<file path="src/rtl/alu_operand_loader_if.sv">
// Purpose : switch/button inputs and operand/opcode outputs of the ALU operand loader.
// Latency : none, wiring only.
// Backpressure: none; the slave side drives the operands, the master side drives the switches and button.
// Ports   : i_sw/i_btn_load (board inputs), o_a/o_b/o_op/o_valid/o_err/o_state (to the ALU and LEDs).
interface alu_operand_loader_if #(
   parameter int N_BITS  = 8,
   parameter int OP_BITS = 6
);
   logic [N_BITS-1:0]  i_sw;
   logic               i_btn_load;
   logic [N_BITS-1:0]  o_a;
   logic [N_BITS-1:0]  o_b;
   logic [OP_BITS-1:0] o_op;
   logic               o_valid;
   logic               o_err;
   logic [1:0]         o_state;

   modport master (
      output i_sw, i_btn_load,
      input  o_a, o_b, o_op, o_valid, o_err, o_state
   );

   modport slave (
      input  i_sw, i_btn_load,
      output o_a, o_b, o_op, o_valid, o_err, o_state
   );
endinterface

</file>
<file path="src/rtl/alu_operand_loader.sv">
// Purpose : loads operand A, operand B and the opcode from the switches, one per debounced button press.
// Latency : capture lands DEBOUNCE_CYCLES+2 edges after the button is first sampled high.
// Backpressure: none; the ALU consumes o_a/o_b/o_op combinationally while o_valid is high.
// Ports   : clk, reset (sync, active-high), bus (slave modport: i_sw, i_btn_load in; o_a, o_b, o_op,
//           o_valid, o_err, o_state out).
module alu_operand_loader #(
   parameter int N_BITS          = 8,
   parameter int OP_BITS         = 6,
   parameter int DEBOUNCE_CYCLES = 4
) (
   input logic                 clk,
   input logic                 reset,
   alu_operand_loader_if.slave bus
);

   localparam int CNT_W = $clog2(DEBOUNCE_CYCLES + 1);
   localparam logic [CNT_W-1:0] CNT_MAX = CNT_W'(DEBOUNCE_CYCLES - 1);

   typedef enum logic [1:0] {
      LOAD_A  = 2'd0,
      LOAD_B  = 2'd1,
      LOAD_OP = 2'd2,
      READY   = 2'd3
   } state_t;

   // Button conditioning
   logic             sync1;
   logic             sync2;
   logic             stable;
   logic [CNT_W-1:0] cnt;
   logic             press;

   // Two-flop synchronizer, then a level is accepted only after it has
   // differed from the current debounced level for DEBOUNCE_CYCLES cycles
   // in a row. Only the rising change of the debounced level fires a press.
   always_ff @(posedge clk) begin
      if (reset) begin
         sync1  <= 1'b0;
         sync2  <= 1'b0;
         stable <= 1'b0;
         cnt    <= '0;
         press  <= 1'b0;
      end else begin
         sync1 <= bus.i_btn_load;
         sync2 <= sync1;
         press <= 1'b0;
         if (sync2 == stable) begin
            cnt <= '0;
         end else if (cnt == CNT_MAX) begin
            stable <= sync2;
            cnt    <= '0;
            press  <= sync2;
         end else begin
            cnt <= cnt + CNT_W'(1);
         end
      end
   end

   function automatic logic op_supported(input logic [OP_BITS-1:0] op);
      case (op)
         OP_BITS'(6'b100000),   // ADD
         OP_BITS'(6'b100010),   // SUB
         OP_BITS'(6'b100100),   // AND
         OP_BITS'(6'b100101),   // OR
         OP_BITS'(6'b100110),   // XOR
         OP_BITS'(6'b100111),   // NOR
         OP_BITS'(6'b000011),   // SRA
         OP_BITS'(6'b000010):   // SRL
            return 1'b1;
         default:
            return 1'b0;
      endcase
   endfunction

   // Load FSM and operand registers
   state_t             state_q, state_d;
   logic [N_BITS-1:0]  a_q, a_d;
   logic [N_BITS-1:0]  b_q, b_d;
   logic [OP_BITS-1:0] op_q, op_d;
   logic               err_q, err_d;
   logic               valid_q, valid_d;

   always_ff @(posedge clk) begin
      if (reset) begin
         state_q <= LOAD_A;
         a_q     <= '0;
         b_q     <= '0;
         op_q    <= '0;
         err_q   <= 1'b0;
         valid_q <= 1'b0;
      end else begin
         state_q <= state_d;
         a_q     <= a_d;
         b_q     <= b_d;
         op_q    <= op_d;
         err_q   <= err_d;
         valid_q <= valid_d;
      end
   end

   always_comb begin
      state_d = state_q;
      a_d     = a_q;
      b_d     = b_q;
      op_d    = op_q;
      err_d   = err_q;
      if (press) begin
         case (state_q)
            LOAD_A: begin
               a_d     = bus.i_sw;
               err_d   = 1'b0;
               state_d = LOAD_B;
            end
            LOAD_B: begin
               b_d     = bus.i_sw;
               state_d = LOAD_OP;
            end
            LOAD_OP: begin
               // A rejected opcode keeps the FSM here so the user can retry.
               if (op_supported(bus.i_sw[OP_BITS-1:0])) begin
                  op_d    = bus.i_sw[OP_BITS-1:0];
                  err_d   = 1'b0;
                  state_d = READY;
               end else begin
                  err_d = 1'b1;
               end
            end
            default: begin
               // READY: next press starts a new operation; old B/OP stay visible.
               a_d     = bus.i_sw;
               state_d = LOAD_B;
            end
         endcase
      end
      // Registered so valid rises on the same edge that loads the opcode.
      valid_d = (state_d == READY);
   end

   assign bus.o_a     = a_q;
   assign bus.o_b     = b_q;
   assign bus.o_op    = op_q;
   assign bus.o_valid = valid_q;
   assign bus.o_err   = err_q;
   assign bus.o_state = state_q;

endmodule

</file>
<file path="src/flat_wrapper.sv">
// flat-port wrapper written by rule: the top's interface ports become plain ports
module alu_operand_loader_flat 
#(
   parameter int N_BITS          = 8,
   parameter int OP_BITS         = 6,
   parameter int DEBOUNCE_CYCLES = 4
)
  (clk, reset, bus_i_sw, bus_i_btn_load, bus_o_a, bus_o_b, bus_o_op, bus_o_valid, bus_o_err, bus_o_state);
  alu_operand_loader_if #(.N_BITS(N_BITS), .OP_BITS(OP_BITS)) bus_i ();
  input logic clk;
  input logic reset;
  input wire logic [$bits(bus_i.i_sw)-1:0] bus_i_sw;
  input wire logic [$bits(bus_i.i_btn_load)-1:0] bus_i_btn_load;
  output wire logic [$bits(bus_i.o_a)-1:0] bus_o_a;
  output wire logic [$bits(bus_i.o_b)-1:0] bus_o_b;
  output wire logic [$bits(bus_i.o_op)-1:0] bus_o_op;
  output wire logic [$bits(bus_i.o_valid)-1:0] bus_o_valid;
  output wire logic [$bits(bus_i.o_err)-1:0] bus_o_err;
  output wire logic [$bits(bus_i.o_state)-1:0] bus_o_state;
  assign bus_i.i_sw = bus_i_sw;
  assign bus_i.i_btn_load = bus_i_btn_load;
  assign bus_o_a = bus_i.o_a;
  assign bus_o_b = bus_i.o_b;
  assign bus_o_op = bus_i.o_op;
  assign bus_o_valid = bus_i.o_valid;
  assign bus_o_err = bus_i.o_err;
  assign bus_o_state = bus_i.o_state;
  alu_operand_loader #(.N_BITS(N_BITS), .OP_BITS(OP_BITS), .DEBOUNCE_CYCLES(DEBOUNCE_CYCLES)) u_core (.clk(clk), .reset(reset), .bus(bus_i));
endmodule
</file>
<file path="config.mk">
export PLATFORM = sky130hd
export DESIGN_NAME = alu_operand_loader_flat
export DESIGN_NICKNAME = d
export VERILOG_FILES = /design/src/rtl/alu_operand_loader_if.sv /design/src/rtl/alu_operand_loader.sv /design/src/flat_wrapper.sv
export SDC_FILE = /design/constraint.sdc
export NUM_CORES = 1
export LEC_CHECK = 0
export CORE_MARGIN = 2
export CORE_UTILIZATION = 35
export CTS_CLUSTER_DIAMETER = 150
export DETAILED_ROUTE_END_ITERATION = 8
export GPL_TIMING_DRIVEN = 0
export MAX_ROUTING_LAYER = met4
export PLACE_DENSITY = 0.66
export REMOVE_ABC_BUFFERS = 1
export SLEW_MARGIN = 20
export SYNTH_ARGS = -nofsm -noshare
export SYNTH_HDL_FRONTEND = slang
export SYNTH_SLANG_ARGS = --single-unit
</file>
<file path="constraint.sdc">
create_clock -name clk -period 2.2 [get_ports clk]
set_input_delay 0.44 -clock clk [delete_from_list [all_inputs] [get_ports clk]]
set_output_delay 0.44 -clock clk [all_outputs]
set_load 0.03 [all_outputs]
</file>
# Word level (Yosys, flattened, before mapping)
# Index checks and enable logic that the tools add are counted.
[totals] reg_bits=33 latchBits=0 ram_bits=0 rom_bits=0 output_inout_bits=26 wordCells=47 mem_count=0
[classes] n_addsub=1 mul=0 div_mod_pow=0 magnitude_cmp=0 eq_ne=13 shift=0 mux=8 bitwise=3 reduce_logical=11
[ops] op="== test 6 bit (second input constant)" n=6
[ops] op="== test 6 x 2 -> 1 bit (second input constant)" n=2
[ops] op="AND reduction 2 bit" n=4
[ops] op="OR reduction 8 bit" n=1
[ops] op="OR reduction 3 bit" n=2
[ops] op="== test 2 bit (second input constant)" n=2
[ops] op="2-to-1 mux 1 bit" n=4
[ops] op="2-to-1 mux 2 bit" n=2
[ops] op="case mux 2 bit (2 select lines)" n=1
[ops] op="adder 3 x 1 -> 3 bit (second input constant)" n=1
[ops] op="== test 3 x 2 -> 1 bit (second input constant)" n=1
[ops] op="inverter 1 bit" n=3
[ops] op="AND reduction 3 bit" n=1
[ops] op="== test 2 x 1 -> 1 bit (second input constant)" n=1
[ops] op="logical NOT 2 bit" n=1
[ops] op="case mux 1 bit (2 select lines)" n=1
[ops] op="nonzero test 2 bit" n=1
[ops] op="OR reduction 2 bit" n=1
[ops] op="== test 1 bit" n=1

# Depth between registers and ports, before layout
# Gate-level depths: netlist of the first run.
[logic_depth] word_depth=9 mapped_depth=6

# Worst setup path before layout of the first run
# No wires, ideal clock.
[synth_timing] path_kind="register to register" startpoint="register u_core.state_q[0], in the netlist u_core.bus.o_state[0]" endpoint="register u_core.op_q[0], in the netlist u_core.bus.o_op[0]" setup_ns=0.095 arrival_ns=1.486 required_ns=2.105 slack_ns=0.618 path_stages_with_launch=6 path_buffers=0 synth_period_minus_slack_ns=1.582 path_cell_list="dfxtp_1 inv_1 ha_1 and4bb_4 o21a_1 a221oi_1"
[synth_between] elab_chain_cells=2
[synth_rtl] element="from (decl)" line_no="alu_operand_loader.sv:76" rtl="state_t state_q, state_d;"
[synth_rtl] element="from (signal assigned)" line_no="alu_operand_loader.sv:92" rtl="state_q <= state_d;"
[synth_rtl] element="== test 2 bit" line_no="alu_operand_loader.sv:108" rtl="case (state_q)"
[synth_rtl] element="AND reduction 3 bit (no line)"
[synth_rtl] element="to (signal assigned)" line_no="alu_operand_loader.sv:95" rtl="op_q <= op_d;"
[synth_rtl] element="to (decl)" line_no="alu_operand_loader.sv:79" rtl="logic [OP_BITS-1:0] op_q, op_d;"
# Every way passes these cells.
# A chain may end at the register's enable or synchronous reset.

# Worst setup path in the final report of the first run
[layout_timing] startpoint="register u_core.state_q[0], in the netlist u_core.bus.o_state[0]" endpoint="output port bus_o_state[0]"
[layout_lines] element="to (decl)" line_no="flat_wrapper.sv:19" rtl="output wire logic [$bits(bus_i.o_state)-1:0] bus_o_state;"
# No word-level cell between the ends.

==> results of run 1 <==
[final timing paths]
| path | endpoint | slack (ns) | cells after the start |
|---|---|---|---|
| worst min-delay path | u_core.cnt[0] | 0.43 | 1 |
| worst max-delay path | bus_o_state[0] | 0.34 | 1 |
| worst max register to register | u_core.bus.o_a[6] | 0.55 | 5 |
| worst min register to register | u_core.cnt[0] | 0.43 | 1 |
[flip-flops by register name (all words and copies together) (netlist names)]
signal,flops
u_core.bus.o_state,2
u_core.press,1
u_core.bus.o_b,8
u_core.sync1,1
u_core.bus.o_a,8
u_core.sync2,1
u_core.stable,1
u_core.bus.o_op,6
u_core.bus.o_err,1
u_core.bus.o_valid,1
u_core.cnt,3
[where the power goes]
part / switching (uW) / internal, uW
combinational: 27.3 / 22.4
clock: 208 / 219
sequential: 0.992 / 600
[cell type report]
cell class              instances  area, sq um
well taps                      48        60.06
inverters                       8        30.03
clock buffers                   6        72.57
repair buffers                 36        355.3
flip-flops and latches         33        660.6
clock inverters                 2        10.01
multi-input cells              98        611.8
fillers                       372         1888
[layer usage]
| layer | wire length, um | up-vias | global-route usage, % |
|---|---|---|---|
| met2 | 1388 | 30 | 23.50 |
| met1 | 1249 | 516 | 16.83 |
| li1 | - | 564 | - |
| met3 | 152 | 8 | 5.111 |
| met5 | 0 | - | - |
| met4 | 82 | 0 | 8.418 |
[placed cells by master (no fill, tap or decap)]
cell	n
sky130_fd_sc_hd__a2111oi_2	2
sky130_fd_sc_hd__a21oi_1	17
sky130_fd_sc_hd__a21oi_2	1
sky130_fd_sc_hd__a221oi_1	1
sky130_fd_sc_hd__a22oi_1	1
sky130_fd_sc_hd__a32o_1	1
sky130_fd_sc_hd__and3_1	1
sky130_fd_sc_hd__and4bb_4	1
sky130_fd_sc_hd__buf_2	1
sky130_fd_sc_hd__clkbuf_1	1
sky130_fd_sc_hd__clkbuf_8	5
sky130_fd_sc_hd__clkdlybuf4s50_1	35
sky130_fd_sc_hd__clkinv_2	2
sky130_fd_sc_hd__dfxtp_1	33
sky130_fd_sc_hd__ha_1	5
sky130_fd_sc_hd__inv_1	8
sky130_fd_sc_hd__mux2i_1	3
sky130_fd_sc_hd__nand2_1	28
sky130_fd_sc_hd__nand2b_1	3
sky130_fd_sc_hd__nand3_1	8
sky130_fd_sc_hd__nor2_1	7
sky130_fd_sc_hd__nor2b_1	5
sky130_fd_sc_hd__nor3_1	1
sky130_fd_sc_hd__nor3b_2	2
sky130_fd_sc_hd__nor3b_4	1
sky130_fd_sc_hd__nor4_1	1
sky130_fd_sc_hd__nor4b_1	1
sky130_fd_sc_hd__nor4bb_1	1
sky130_fd_sc_hd__o211ai_1	1
sky130_fd_sc_hd__o21a_1	1
sky130_fd_sc_hd__o21ai_0	1
sky130_fd_sc_hd__o21ai_1	1
sky130_fd_sc_hd__o221a_2	1
sky130_fd_sc_hd__or3_1	1
sky130_fd_sc_hd__xnor2_1	1
[kinds of logic after synthesis]
group           count (synthesis)  share of synthesized area (%)
simple gates                   61                          24.01
xor+xnor                        1                         0.6489
flops                          33                          48.93
compound gates                 28                          13.81
buf+inv                        17                          5.746
mux                             3                          2.224
fa+ha+maj                       5                          4.634
[through the flow]
| stage | cells | cell area, sq um | hold WS [ns] |
|---|---|---|---|
| 4_1_cts | 231 | 1805 | 0.4350 |
| 3_3_place_gp | 223 | 1723 | 0.4074 |
| 2_1_floorplan | 139 | 1303 | 0.3990 |
| 5_1_grt | 231 | 1800 | 0.4443 |
| 3_5_place_dp | 223 | 1723 | 0.4204 |
| 6_report | 231 | 1800 | 0.4287 |
==> results.md, run 1 <==
Status:
- The flow ran to the end, and the final reports show no timing, DRC or antenna violations.

Logic synthesis:
- Synthesis produced 148 cells.
- The total of warnings raised by yosys is 0.
- For this run, the leading register cell type out of synthesis is sky130_fd_sc_hd__dfxtp_1.
- The number of distinct library cell variants in the gate-level netlist after synthesis is 35.
- Yosys instantiated no cell more often than sky130_fd_sc_hd__dfxtp_1.
- After synthesis, the cell types taking the most area are sky130_fd_sc_hd__dfxtp_1, sky130_fd_sc_hd__nand2_1, sky130_fd_sc_hd__a21oi_1.
- The share of synthesized registers carrying an async set or reset is 0%.
- Summed over its instances, the top area cell type makes up 48.93% of the synthesized netlist area.
- Of all cell types, the one taking the most synthesized area is sky130_fd_sc_hd__dfxtp_1.
- By count the netlist is led by sky130_fd_sc_hd__dfxtp_1, sky130_fd_sc_hd__nand2_1, sky130_fd_sc_hd__a21oi_1.
- The share of synthesized area occupied by flip-flops and latches is 48.93%.
- The average cell area after synthesis is 9.122 sq um.
- The cell area that synthesis handed to floorplanning was 1350 sq um.
- The register bit total from synthesis is 33.
- Yosys mapped a number of flops with a built-in enable equal to 0.

Worst setup path:
- The cell family with the largest share of critical-path delay is buffers and inverters.
- The category of the worst setup path launch point is a flip-flop.
- The startpoint of the worst register-to-register path is u_core.bus.o_state[0].
- Data on the critical path arrives at its endpoint at 1.42 ns.
- The critical path data required time is 1.76 ns.
- STA classifies the critical path endpoint as a primary output.
- The delay contributed by the slowest stage of the critical path is 0.71 ns.
- Among all stages on the critical path, the largest delay is contributed by sky130_fd_sc_hd__clkdlybuf4s50_1.
- The number of buffers and inverters on the critical path is 1.
- The critical path launch point is u_core.bus.o_state[0].
- The signal on the critical path passes through clkdlybuf4s50_1.
- Along the worst path, the maximum fanout reaches 5.
- The worst setup path is of the flip-flop to primary output kind.

Clock tree:
- The clock network latency to the later pin of the worst-skew pair is 0.28 ns.
- The clock tree synthesis step divided the H-tree into 2 levels.
- In this run the deepest clock path goes through 2 buffers.
- The count of cells resized by post-cts repair is 0.
- The tree is rooted in a sky130_fd_sc_hd__clkbuf_8.
- The TritonCTS clock tree is done.
- The clock drives 33 sinks.
- Buffers inserted to repair hold after CTS numbered 0.
- After clock tree synthesis, the setup repair step added 0 buffers.
- The total clock buffers created by CTS is 5.
- The clock transition at the registers of the reported paths is 0.07 ns.

GRT:
- The number of global-route vias before repair was 1099.
- Global routing used 15.05% of the available tracks.
- After global routing the overflow that remains totals 0.
- The first-pass GRT wire length is 4747 um.
- Entering global routing, the biggest net connects 30 pins.
- The number of antenna violations at the first check in global routing is 0.

Pwr:
- In this run the static leakage power is 0.0006017 uW.
- Across the VDD grid, the largest voltage drop is 410.0 uV.
- The total power draw is 1077 uW.
- Dividing total power by cell area gives a power density of 598.1 nW/um^2.

Detailed routing:
- The sum of routed wire length over all layers is 2873 um.
- For this block, the initial DRC count from the detailed router was 35.
- The number of antenna-violating nets in the routed design is 0.
- In the routed design, unresolved DRC markers number 0.
- The first-pass detailed-route iteration total is 4.
- After detailed routing, the average wire length per cell comes to 12.44 um.
- The ratio of routed vias to standard cells is 4.840.
- The vias after detailed routing is 1118.

Job:
- The count of max-cap constraint violations is 0.

Floorplan:
- The number of top-level design ports is 37.
- In this run the core area contains 22 standard-cell rows.
- Measured along the y axis, the die boundary spans 66.11 um.
- The area inside the core boundary is 3689 sq um.
- The die width is 66.11 um.
- The floorplan step defined a die boundary enclosing 4370 sq um.
- The effective utilization at floorplan is 36.60%.

Placed design:
- The final weighted congestion in routability-driven placement is 0.7907.
- Detailed placement finished with a half-perimeter wire length of 2079 um.
- During placement, the flow inserted port buffers numbering 36.
- The worst slack at placement is -0.2020 ns.

Timing:
- The worst-case headroom to the max-slew limit is 62.96%.
- Setup repair after global routing left no endpoint under its margin.
- Once routing completed, OpenROAD measured the worst setup slack at 0.3384 ns.
- At the pin with the least slew margin, the transition time is 0.5544 ns.
- The final number of max-transition violations is 0.
- The post-route setup TNS is 0 ns.
- The final setup violation count is 0.
- The maximum clock skew at final layout is 0.006375 ns.
- The shortest clock period the worst path allows after layout is 1.862 ns.
- The final-report hold violation count is 0.
- After layout, the worst path uses 84.62% of the clock period.
- The achievable frequency is 537.2 MHz.

Cells and area:
- The proportion of layout cells with a drive suffix above 1 is 8.743%.
- The final antenna diode count is 0.
- The area growth from synthesis to layout is 33.36%.
- The number of nets in the finished design is 198.
- The share of the core filled with cells is 48.81%.

Min path:
- The worst hold path belongs to the class flip-flop to flip-flop.
- The startpoint identified for the worst hold timing path is u_core.cnt[0].
(Power assumes the default switching activity.)
==> inputs of run 2 (changes only) <==
--- a/config.mk
+++ b/config.mk
@@ -11,7 +11,7 @@
 export DETAILED_ROUTE_END_ITERATION = 8
 export GPL_TIMING_DRIVEN = 0
 export MAX_ROUTING_LAYER = met4
-export PLACE_DENSITY = 0.66
+export PLACE_DENSITY = 0.69
 export REMOVE_ABC_BUFFERS = 1
 export SLEW_MARGIN = 20
 export SYNTH_ARGS = -nofsm -noshare
==> constraint.sdc (replaced) <==
create_clock -name clk -period 1.7 [get_ports clk]
set_input_delay 0.34 -clock clk [delete_from_list [all_inputs] [get_ports clk]]
set_output_delay 0.34 -clock clk [all_outputs]
set_load 0.03 [all_outputs]
==> run 2 against run 1 <==
Against the previous run:
- highest routed layer unchanged
- die area did not move
- final area is 0.63% higher
- total power up 32%
- via count up 1.8%
- core utilization increased by 0.31 points
- register-to-register slack got worse by 0.45 ns
==> results.md, run 2 (synthesis gave the netlist of run 1 again) <==
Job:
- The count of max-cap constraint violations was 0 (unchanged).

Floorplan:
- The effective utilization at floorplan was 36.60% (unchanged).
- The floorplan row count is 22 (unchanged).
- The height of the chip was 66.11 um (unchanged).
- The die width was 66.11 um (unchanged).
- The number of top-level design ports is 37 (unchanged).
- The area inside the core boundary is 3689 sq um (unchanged).
- The area enclosed by the die boundary was 4370 sq um (unchanged).

Worst setup path:
- The critical path data required time is 1.36 ns (-0.40 ns).
- Walking the worst path, the cells encountered are clkdlybuf4s50_1.
- For this design, the slowest cell found on the critical path is sky130_fd_sc_hd__clkdlybuf4s50_1.
- The worst setup path is launched from a flip-flop.
- The cell family with the largest share of critical-path delay is buffers and inverters.
- The number of cell instances on the worst register-to-register path is 3 (-2).
- The delay contributed by the slowest stage of the critical path was 0.68 ns (-0.03 ns).
- The startpoint identified for the worst register-to-register timing path is u_core.press.
- The critical path is of the flip-flop to primary output type.
- The endpoint identified for the worst register-to-register timing path is u_core.bus.o_op[1].
- The setup slack on the worst flop-to-flop path came to 0.10 ns (-0.45 ns).
- The worst path arrival time is 1.30 ns (-0.12 ns).
- The highest net fanout along the worst path is 2 (-3).
- The number of buffers and inverters on the critical path is 1 (unchanged).
- The kind of end point of the critical path is a primary output.

GRT:
- The maximum number of pins on one net before global-route repair is 30 (unchanged).
- The number of global-route vias before repair came to 1119 (+1.8%).
- The number of antenna violations at the first check in global routing is 0 (unchanged).
- The first-pass GRT wire length is 4878 um (+2.8%).
- The aggregate global routing overflow is 0 (unchanged).
- The global router's overall resource usage is 15.36% (+0.30 points).

Clock tree:
- The clock network latency to the later pin of the worst-skew pair is 0.28 ns (about the same).
- The hold-fix buffer count after cts is 0 (unchanged).
- The number of buffers between clock root and the deepest sink is 2 (unchanged).
- The cell at the root of the clock tree is sky130_fd_sc_hd__clkbuf_8.
- TritonCTS built the clock tree.
- The number of buffers added for setup after CTS is 0 (unchanged).
- The clock transition at the registers of the reported paths is 0.07 ns (about the same).
- The count of H-tree levels built during CTS is 2 (unchanged).
- The number of sinks on the clock net is 33 (unchanged).
- The total clock buffers created by CTS is 5 (unchanged).

Cells and area:
- The proportion of layout cells with a drive suffix above 1 is 9.341% (+0.60 points).
- The final cell count without fillers is 230 (-0.43%).
- Leaving out fill and tap cells, the most frequent cell in the layout is sky130_fd_sc_hd__dfxtp_1.
- The number of nets in the finished design was 198 (unchanged).
- In the layout the commonest cells are sky130_fd_sc_hd__dfxtp_1, sky130_fd_sc_hd__clkdlybuf4s50_1, sky130_fd_sc_hd__nand2_1.
- The area growth from synthesis to layout is 34.20%.
- The final antenna diode count is 0 (unchanged).

Timing:
- Counting I/O delays and the setup requirement, the final critical path takes 1.642 ns.
- The worst setup slack after layout came to 0.05807 ns (-0.2804 ns).
- The final number of max-transition violations came to 0 (unchanged).
- The post-route setup TNS is 0 ns (unchanged).
- The worst hold margin came to 0.4352 ns (+0.006531 ns).
- The final cycle utilization of the critical path is 96.58%.
- The final setup violation count is 0 (unchanged).
- The worst-case headroom to the max-slew limit is 60.13% (-2.8 points).
- Setup repair after global routing left no endpoint under its margin.
- The transition time at the pin with the least slew margin is 0.5981 ns (+0.04366 ns).
- The achievable frequency is 609.0 MHz.
- The maximum clock skew at final layout is 0.005826 ns (-0.0005489 ns).
- The final-report hold violation count is 0 (unchanged).

Pwr:
- The combinational fraction of design power is 4.5% (about the same).
- The relative contribution of sequential cells to total power is 54.6% (-1.2 points).
- The switching power was 298.8 uW (+27%).
- The total leakage power is 0.0006399 uW (+6.3%).
- The proportion of power drawn by the clock network is 40.9% (+1.3 points).
- The ratio of total power to cell area is 786.2 nW/um^2 (+31%).
- The total internal power was 1126 uW (+34%).
- The worst vdd rail ir drop is 622.9 uV (+52%).
- The switching part of the total power is 20.98% (-0.95 points).
- The total power draw is 1424 uW (+32%).

Placed design:
- The final weighted congestion in routability-driven placement was 0.7218 (-8.7%).
- The number of buffers inserted by port buffering came to 36 (unchanged).
- The worst slack at placement came to -0.5946 ns (-0.3926 ns).
- The placed wire-length estimate was 2175 um (+4.6%).
- The number of placed cells counting well taps is 223 (unchanged).

Detailed routing:
- The first-pass detailed-route iteration total is 4 (unchanged).
- The vias after detailed routing was 1138 (+1.8%).
- The number of remaining DRC errors is 0 (unchanged).
- The starting DRC count in detailed routing came to 29 (-17%).
- The ratio of routed vias to standard cells is 4.948 (+2.2%).
- The sum of routed wire length over all layers is 3007 um (+4.7%).
- The average wire length per cell after detail routing is 13.07 um (+5.1%).
- The number of antenna-violating nets in the routed design is 0 (unchanged).

Min path:
- The tightest min-delay check is of the flip-flop to flip-flop type.
- The number of instances on the worst hold path was 1 (unchanged).
- The startpoint identified for the worst hold timing path is u_core.cnt[0].
- For hold timing, the worst endpoint is u_core.cnt[0].

Status:
- The flow ran to the end, and the final reports show no timing, DRC or antenna violations.
run 2: cell types whose count changed in the layout (fill, tap and decap cells not counted), sizes merged:
cell / before / now
buf: 1 / 0
clkdlybuf4s50: 35 / 31
dlymetal6s2s: 0 / 2
clkbuf: 6 / 8
clkinv: 2 / 0
dlygate4sd2: 0 / 2
run 2: timing repair:
item / in CTS / in global routing
endpoints found under the hold margin: 0 / 0
resized for setup: 4 / 5
endpoints found under the setup margin: 8 / 11
run 2: power by group through the flow:
stage,clock (uW),sequential [uW],combinational [uW]
floorplan,0,794,16.9
CTS,595,778,64.1
detailed placement,0,795,64.7
finish,583,778,63.7
global route,630,777,69.2
global placement,0,795,63.2
run 2: cell type report:
| type | count | area [sq um] |
|---|---|---|
| well taps | 48 | 60.06 |
| repair buffers | 36 | 357.8 |
| inverters | 8 | 30.03 |
| multi-input cells | 98 | 616.8 |
| flip-flops and latches | 33 | 660.6 |
| clock buffers | 7 | 86.33 |
| fillers | 374 | 1877 |
run 2: metrics by stage:
stage	utilization [%]	instance area [sq um]
final	49.12	1812
after global routing	49.12	1812
after CTS	48.98	1807
after detailed placement	46.71	1723
after global placement	46.71	1723
after floorplan	-	1303
run 2: worst max path at each step:
stage	cells after the start	to	start	slack [ns]
after floorplan	5	u_core.bus.o_op[0]	u_core.bus.o_state[0]	0.12
after global placement	4	u_core.bus.o_op[2]	reset	-0.55
after detailed placement	4	u_core.bus.o_op[2]	reset	-0.59
after CTS	1	bus_o_state[1]	u_core.bus.o_state[1]	0.006
after global routing	3	u_core.bus.o_op[1]	u_core.press	0.008
final	1	bus_o_a[2]	u_core.bus.o_a[2]	0.06
run 2: metal layers:
layer	global-route usage, %	wire [um]
met2	25.37	1479
met3	5.451	160
met5	-	0
met1	16.86	1314
met4	6.122	53
